===== src/rtl/request_unit.sv =====
// request_unit
//   Sequences CPU memory requests: instruction fetch first, then an optional
//   data access. It drives the PC advance strobe and keeps saturating
//   counters of retired instructions and of memory stall cycles.
//
// Ports
//   CLK          in   system clock, rising edge
//   nRST         in   asynchronous active-low reset
//   iREN         in   instruction read enable from the control unit
//   dREN, dWEN   in   data read / write request of the current instruction
//   halt         in   current instruction is a halt
//   ihit, dhit   in   instruction / data memory completion strobes
//   imemREN      out  instruction read request (combinational, FETCH only)
//   dmemREN      out  registered data read request
//   dmemWEN      out  registered data write request
//   PC_WEN       out  single-cycle PC update strobe (Mealy)
//   halted       out  sticky halted flag
//   instr_count  out  saturating retired-instruction count
//   stall_count  out  saturating memory-wait cycle count
module request_unit #(
  parameter int CNT_W = 32
) (
  input  logic             CLK,
  input  logic             nRST,
  input  logic             iREN,
  input  logic             dREN,
  input  logic             dWEN,
  input  logic             halt,
  input  logic             ihit,
  input  logic             dhit,
  output logic             imemREN,
  output logic             dmemREN,
  output logic             dmemWEN,
  output logic             PC_WEN,
  output logic             halted,
  output logic [CNT_W-1:0] instr_count,
  output logic [CNT_W-1:0] stall_count
);

  localparam logic [1:0] FETCH = 2'd0;
  localparam logic [1:0] DATA  = 2'd1;
  localparam logic [1:0] HALT  = 2'd2;

  localparam logic [CNT_W-1:0] CNT_MAX = {CNT_W{1'b1}};
  localparam logic [CNT_W-1:0] CNT_ONE = {{(CNT_W-1){1'b0}}, 1'b1};

  logic [1:0]       state_r;
  logic [1:0]       state_next_s;
  logic             imem_ren_s;
  logic             retire_s;
  logic             stall_s;
  logic             take_halt_s;
  logic             take_write_s;
  logic             take_read_s;
  logic             data_done_s;
  logic             dmem_ren_r;
  logic             dmem_wen_r;
  logic             halted_r;
  logic [CNT_W-1:0] instr_count_r;
  logic [CNT_W-1:0] stall_count_r;

  // Next-state and per-cycle event decode for the fetch/data/halt sequence.
  always_comb begin
    state_next_s = state_r;
    imem_ren_s   = 1'b0;
    retire_s     = 1'b0;
    stall_s      = 1'b0;
    take_halt_s  = 1'b0;
    take_write_s = 1'b0;
    take_read_s  = 1'b0;
    data_done_s  = 1'b0;
    case (state_r)
      FETCH: begin
        imem_ren_s = iREN;
        if (ihit) begin
          // Halt outranks any data request; a write outranks a read.
          if (halt) begin
            take_halt_s  = 1'b1;
            state_next_s = HALT;
          end else if (dWEN) begin
            take_write_s = 1'b1;
            state_next_s = DATA;
          end else if (dREN) begin
            take_read_s  = 1'b1;
            state_next_s = DATA;
          end else begin
            retire_s     = 1'b1;
            state_next_s = FETCH;
          end
        end else begin
          stall_s = 1'b1;
        end
      end
      DATA: begin
        if (dhit) begin
          retire_s     = 1'b1;
          data_done_s  = 1'b1;
          state_next_s = FETCH;
        end else begin
          stall_s = 1'b1;
        end
      end
      HALT: begin
        state_next_s = HALT;
      end
      default: begin
        // Unreachable encoding: recover into a clean fetch.
        state_next_s = FETCH;
      end
    endcase
  end

  // State register and latched data requests; reset clears requests at once.
  always_ff @(posedge CLK or negedge nRST) begin
    if (!nRST) begin
      state_r    <= FETCH;
      dmem_ren_r <= 1'b0;
      dmem_wen_r <= 1'b0;
      halted_r   <= 1'b0;
    end else begin
      state_r <= state_next_s;
      if (take_write_s) begin
        dmem_wen_r <= 1'b1;
        dmem_ren_r <= 1'b0;
      end else if (take_read_s) begin
        dmem_wen_r <= 1'b0;
        dmem_ren_r <= 1'b1;
      end else if (data_done_s) begin
        dmem_wen_r <= 1'b0;
        dmem_ren_r <= 1'b0;
      end
      if (take_halt_s) begin
        halted_r <= 1'b1;
      end
    end
  end

  // Saturating performance counters; at most one of them moves per cycle.
  always_ff @(posedge CLK or negedge nRST) begin
    if (!nRST) begin
      instr_count_r <= '0;
      stall_count_r <= '0;
    end else begin
      if (retire_s && (instr_count_r != CNT_MAX)) begin
        instr_count_r <= instr_count_r + CNT_ONE;
      end
      if (stall_s && (stall_count_r != CNT_MAX)) begin
        stall_count_r <= stall_count_r + CNT_ONE;
      end
    end
  end

  // Combinational requests are gated off while reset is held.
  assign imemREN     = nRST & imem_ren_s;
  assign PC_WEN      = nRST & retire_s;
  assign dmemREN     = dmem_ren_r;
  assign dmemWEN     = dmem_wen_r;
  assign halted      = halted_r;
  assign instr_count = instr_count_r;
  assign stall_count = stall_count_r;

endmodule


===== config.mk =====
export PLATFORM = sky130hd
export DESIGN_NAME = request_unit
export DESIGN_NICKNAME = d
export VERILOG_FILES = /design/src/rtl/request_unit.sv
export SDC_FILE = /design/constraint.sdc
export NUM_CORES = 1
export LEC_CHECK = 0
export ABC_AREA = 1
export CAP_MARGIN = 5
export CORE_MARGIN = 4
export CORE_UTILIZATION = 55
export CTS_CLUSTER_SIZE = 16
export DETAILED_ROUTE_END_ITERATION = 6
export PLACE_DENSITY_LB_ADDON = 0.15
export SYNTH_ARGS = -nofsm -noshare
export SYNTH_HDL_FRONTEND = slang
export SYNTH_SLANG_ARGS = --single-unit

===== constraint.sdc =====
create_clock -name CLK -period 3.1 [get_ports CLK]
set_clock_uncertainty 0.15 [all_clocks]
set_input_delay 0.62 -clock CLK [delete_from_list [all_inputs] [get_ports CLK]]
set_output_delay 0.62 -clock CLK [all_outputs]
set_load 0.05 [all_outputs]

After elaboration in Yosys (flattened, before gate mapping)
Index checks and enable logic that the tools add are counted.
{ "word_totals": {"wordCells": 55, "input_bits": 8, "regBits": 69, "out_inout_bits": 69} }
{ "op_classes": {"n_eq_ne": 6, "reduce_logical": 5, "add_sub_neg": 2, "bitwise": 2, "mux": 34} }
{ "ops": {"columns": ["operator", "n"], "rows": [
  ["32-bit by 1-bit adder with 32-bit output, second input constant", 2],
  ["32-bit != test, second input constant", 2],
  ["1-bit 2-to-1 mux", 28],
  ["2-bit 2-to-1 mux", 3],
  ["2-bit case mux with 3 select lines", 1],
  ["2-bit != test, second input constant", 2],
  ["1-bit case mux with 2 select lines", 2],
  ["3-bit nonzero test", 1],
  ["1-bit AND", 2],
  ["2-bit by 1-bit equality test with 1-bit output, second input constant", 1],
  ["2-bit equality test, second input constant", 1],
  ["1-bit logical AND", 2],
  ["2-bit zero test", 1],
  ["2-bit AND reduction", 1]
]} }

Depth between registers and ports, before layout
{ "depth": {"word_depth": 7, "ltp_mapped": 11, "depth_no_buf": 10} }

Least setup slack after synthesis
OpenSTA, ideal clock, no wires.
{ "synth_path": {"kind": "in2out", "startpoint": "input ihit", "endpoint": "output PC_WEN", "path_buffers": 0, "cell_stages": 6, "arrival_ps": 1845, "required_time_ps": 2330, "setup_slack_ps": 485, "cell_sequence": "inv_1 > nor2_1 > nand3_1 > nand2_2 > inv_1 > nor2_1"} }
{ "synth_via": {"elab_chain_cells": 3} }
{ "synth_lines": {"columns": ["item", "line_no", "text"], "rows": [
  ["start, declared", "29", "input logic ihit,"],
  ["1-bit 2-to-1 mux", "75", "if (ihit) begin"],
  ["1-bit case mux with 2 select lines", "72", "case (state_r)"],
  ["1-bit AND", "155", "assign PC_WEN = nRST & retire_s;"],
  ["end, declared", "34", "output logic PC_WEN,"]
]} }
Every way passes these cells.

Final worst setup path
Ends and elaborated chain as after synthesis.

==> flow_metrics.tcl <==
set metrics [dict create \
    yosys_warnings 0 \
    netlist-cell-type-count 27 \
    crit_arrival_ns 2.05 \
    synth_area_leaders "dfrtp_1, nand2_1, nor2_1" \
    fin_crit_sh_pct 91.0 \
    nNetsFinal 783 \
    port_buffers 76 \
    syn_area_per_cell_um2 6.61 \
    ys_seq_area_share_pct 37.7 \
    netlist_top_cells_count "nand2_1, nor2_1, dfrtp_1, inv_1, nand3_1" \
    clkLatencyLatePin_ns 0.35 \
    max_freq_mhz 355 \
    cp-start-kind "input port" \
    synth-edff-count 0 \
    grt_overflow 0 \
    finalSetupViolCount 0 \
    grt_max_degree 70 \
    rows 32 \
    yosysMostFrequentCell "nand2_1" \
    synth_largest_area_cell "dfrtp_1" \
    final_critical_path_setup_slack_ns 0.280 \
    worst_slew_pin_slew_ns 0.868 \
    rsz0062_at_grt "no" \
    ys_seq_elements 69 \
    start_util_pct 58.0 \
    layout-drive-gt1-share_pct 6.81 \
    p_per_area_mw_per_mm2 325 \
    ctsHoldBuffers 0 \
    via_per_inst 5.15 \
    grt.total_usage_pct 24.9 \
    grt_pass1_vias 4492 \
    drtIter0Drc 167 \
    criticalPathCategory "in2out" \
    syn2layout_area_growth_pct 23.6 \
    die_height_um 99.2 \
    endpoint_kind "primary output" \
    dpl_worst_slack_ns 0.287 \
    cts_sinks 69 \
    syn-instance-count 692 \
    ant_nets 0 \
    fill_cells 682 \
    htreeDepth 3 \
    cts_tree "built" \
    wl_mm 11.7 \
    drc 0 \
    hpwl_mm 8.83 \
    maxCapViolCount 0 \
    synthFlopType "dfrtp_1" \
    grt_pass1_wl_mm 20.2 \
    netlist.area_leader.share_pct 37.7 \
    hp-class "in2async" \
    cts-root-buf "clkbuf_8" \
    post_cts_buffers 0 \
    cts_buffer_depth 2 \
    critPathMaxStageDelay_ns 0.50 \
    timing.final.crit_period_ns 2.82 \
    drt-wirelength-per-cell_um 13.3 \
    io_pins 77 \
    crit_chain "clkdlybuf4s50_1 -> inv_1 -> nor2_1 -> nand3_1 -> nand2_2 -> inv_1 -> nor2_1 -> buf_12" \
    slew_violations 0 \
    core_mm2 0.00789 \
    cp.required_ns 2.33 \
    outcome "complete, no violations" \
    post_cts_resized 0 \
    firstDrtPassIters 4 \
    cp_max_fo 4 \
    hold_viol_final 0 \
    cts_buffers 9 \
    gp_congestion 0.959 \
    path_clk_slew_ns 0.07 \
    slowest_stage "clkdlybuf4s50_1" \
    ys_async_sr_fraction_pct 100 \
    antenna_found_initial 0 \
    relSlewSlack_pct 42.2 \
    synth_fp_nets 702 \
    ir_drop_mv 0.209 \
    finalSetupTns_ns 0 \
    vias 4533 \
    die_w_um 99.2 \
    netlist_area_mm2 0.00457 \
    antenna_cells 0 \
    leakagePower_nw 2.60 \
    dieArea_mm2 0.00984 \
]
-- metrics by stage --
stage | total power [mW] | cell area, um2 | utilization, % | hold WS (ns) | std cells
after global routing | 1.89 | 5660 | 71.7 | 0.357 | 880
after global placement | 0.952 | 5420 | 68.7 | 0.317 | 864
after detailed placement | 0.952 | 5420 | 68.7 | 0.309 | 864
after CTS | 1.85 | 5660 | 71.7 | 0.327 | 880
final | 1.84 | 5660 | 71.7 | 0.323 | 880
after floorplan | 0.922 | 4570 | - | 0.174 | 692
-- logic make-up (layout without fill, tap and decap cells) --
family | after synthesis | count (layout) | share of synthesized area [%]
adder cells (fa/ha/maj) | 2 | 2 | 0.547
buffers and inverters | 70 | 156 | 6.86
AO/OA/AOI/OAI | 13 | 13 | 1.67
AND/OR/NAND/NOR | 514 | 514 | 48.6
XOR/XNOR | 24 | 24 | 4.60
flip-flops | 69 | 69 | 37.7
-- worst max-delay path, delay by kind of cell --
family,cells,cell delay [ns]
buffers and inverters,4,0.78
AND/OR/NAND/NOR,4,0.65
-- per-layer routing --
layer  vias up  track usage [%]  wire length, um
li1       2284                -                -
met1      2088             29.8             4890
met2       131             43.3             5920
met3        30             3.09              474
met4         0             13.9              393
met5         -                0                0
-- path summary, 6_finish.rpt --
kind                            slack [ns]                       start  cells past startpoint                          end
worst max-delay path                  0.28                        ihit                      8                       PC_WEN
worst min-delay path                  0.32                        nRST                      2   instr_count[4]$_DFFE_PN0P_
worst max register to register        0.95  stall_count[0]$_DFFE_PN0P_                     10  stall_count[14]$_DFFE_PN0P_
worst min register to register        0.32          halted$_DFFE_PN0P_                      1           halted$_DFFE_PN0P_
max in group asynchronous             1.90                        nRST                      2  instr_count[24]$_DFFE_PN0P_
min in group CLK                      0.32          halted$_DFFE_PN0P_                      1           halted$_DFFE_PN0P_
-- layout by cell type, fill, tap and decap left out, types with 2 or more instances in the layout --
master	instances
a21oi_1	2
nor2_2	7
ha_1	2
nand2_4	5
nand2_1	325
buf_4	2
inv_1	59
nand4_1	11
and2_1	2
clkdlybuf4s50_1	73
inv_4	2
xnor2_1	4
clkbuf_8	9
dfrtp_1	69
nand3_1	37
nand3b_1	15
o21ai_0	8
bufinv_16	3
xor2_1	20
nor2_4	7
nand2_2	7
buf_12	2
nor2_1	96
-- flip-flops by register name (all words and copies together) (netlist names) --
register	count
halted	1
dmemWEN	1
instr_count	32
stall_count	32
dmemREN	1
state_r	2
-- power breakdown --
part,internal (mW),leakage (nW),switching [mW]
registers,0.900,0.959,0.000186
logic,0.00982,1.52,0.0232
clock network,0.535,0.116,0.370
total,1.44,2.60,0.394
-- cell type report --
type / instances / area (um2) / area share [%]
Multi-Input combinational cell: 553 / 2530 / 44.8
Timing Repair Buffer: 78 / 791 / 14.0
Tap cell: 102 / 128 / 2.26
Inverter: 62 / 238 / 4.20
Clock inverter: 6 / 111 / 1.97
Clock buffer: 10 / 128 / 2.26
Sequential cell: 69 / 1730 / 30.5
Power figures use the tool's default switching activity.
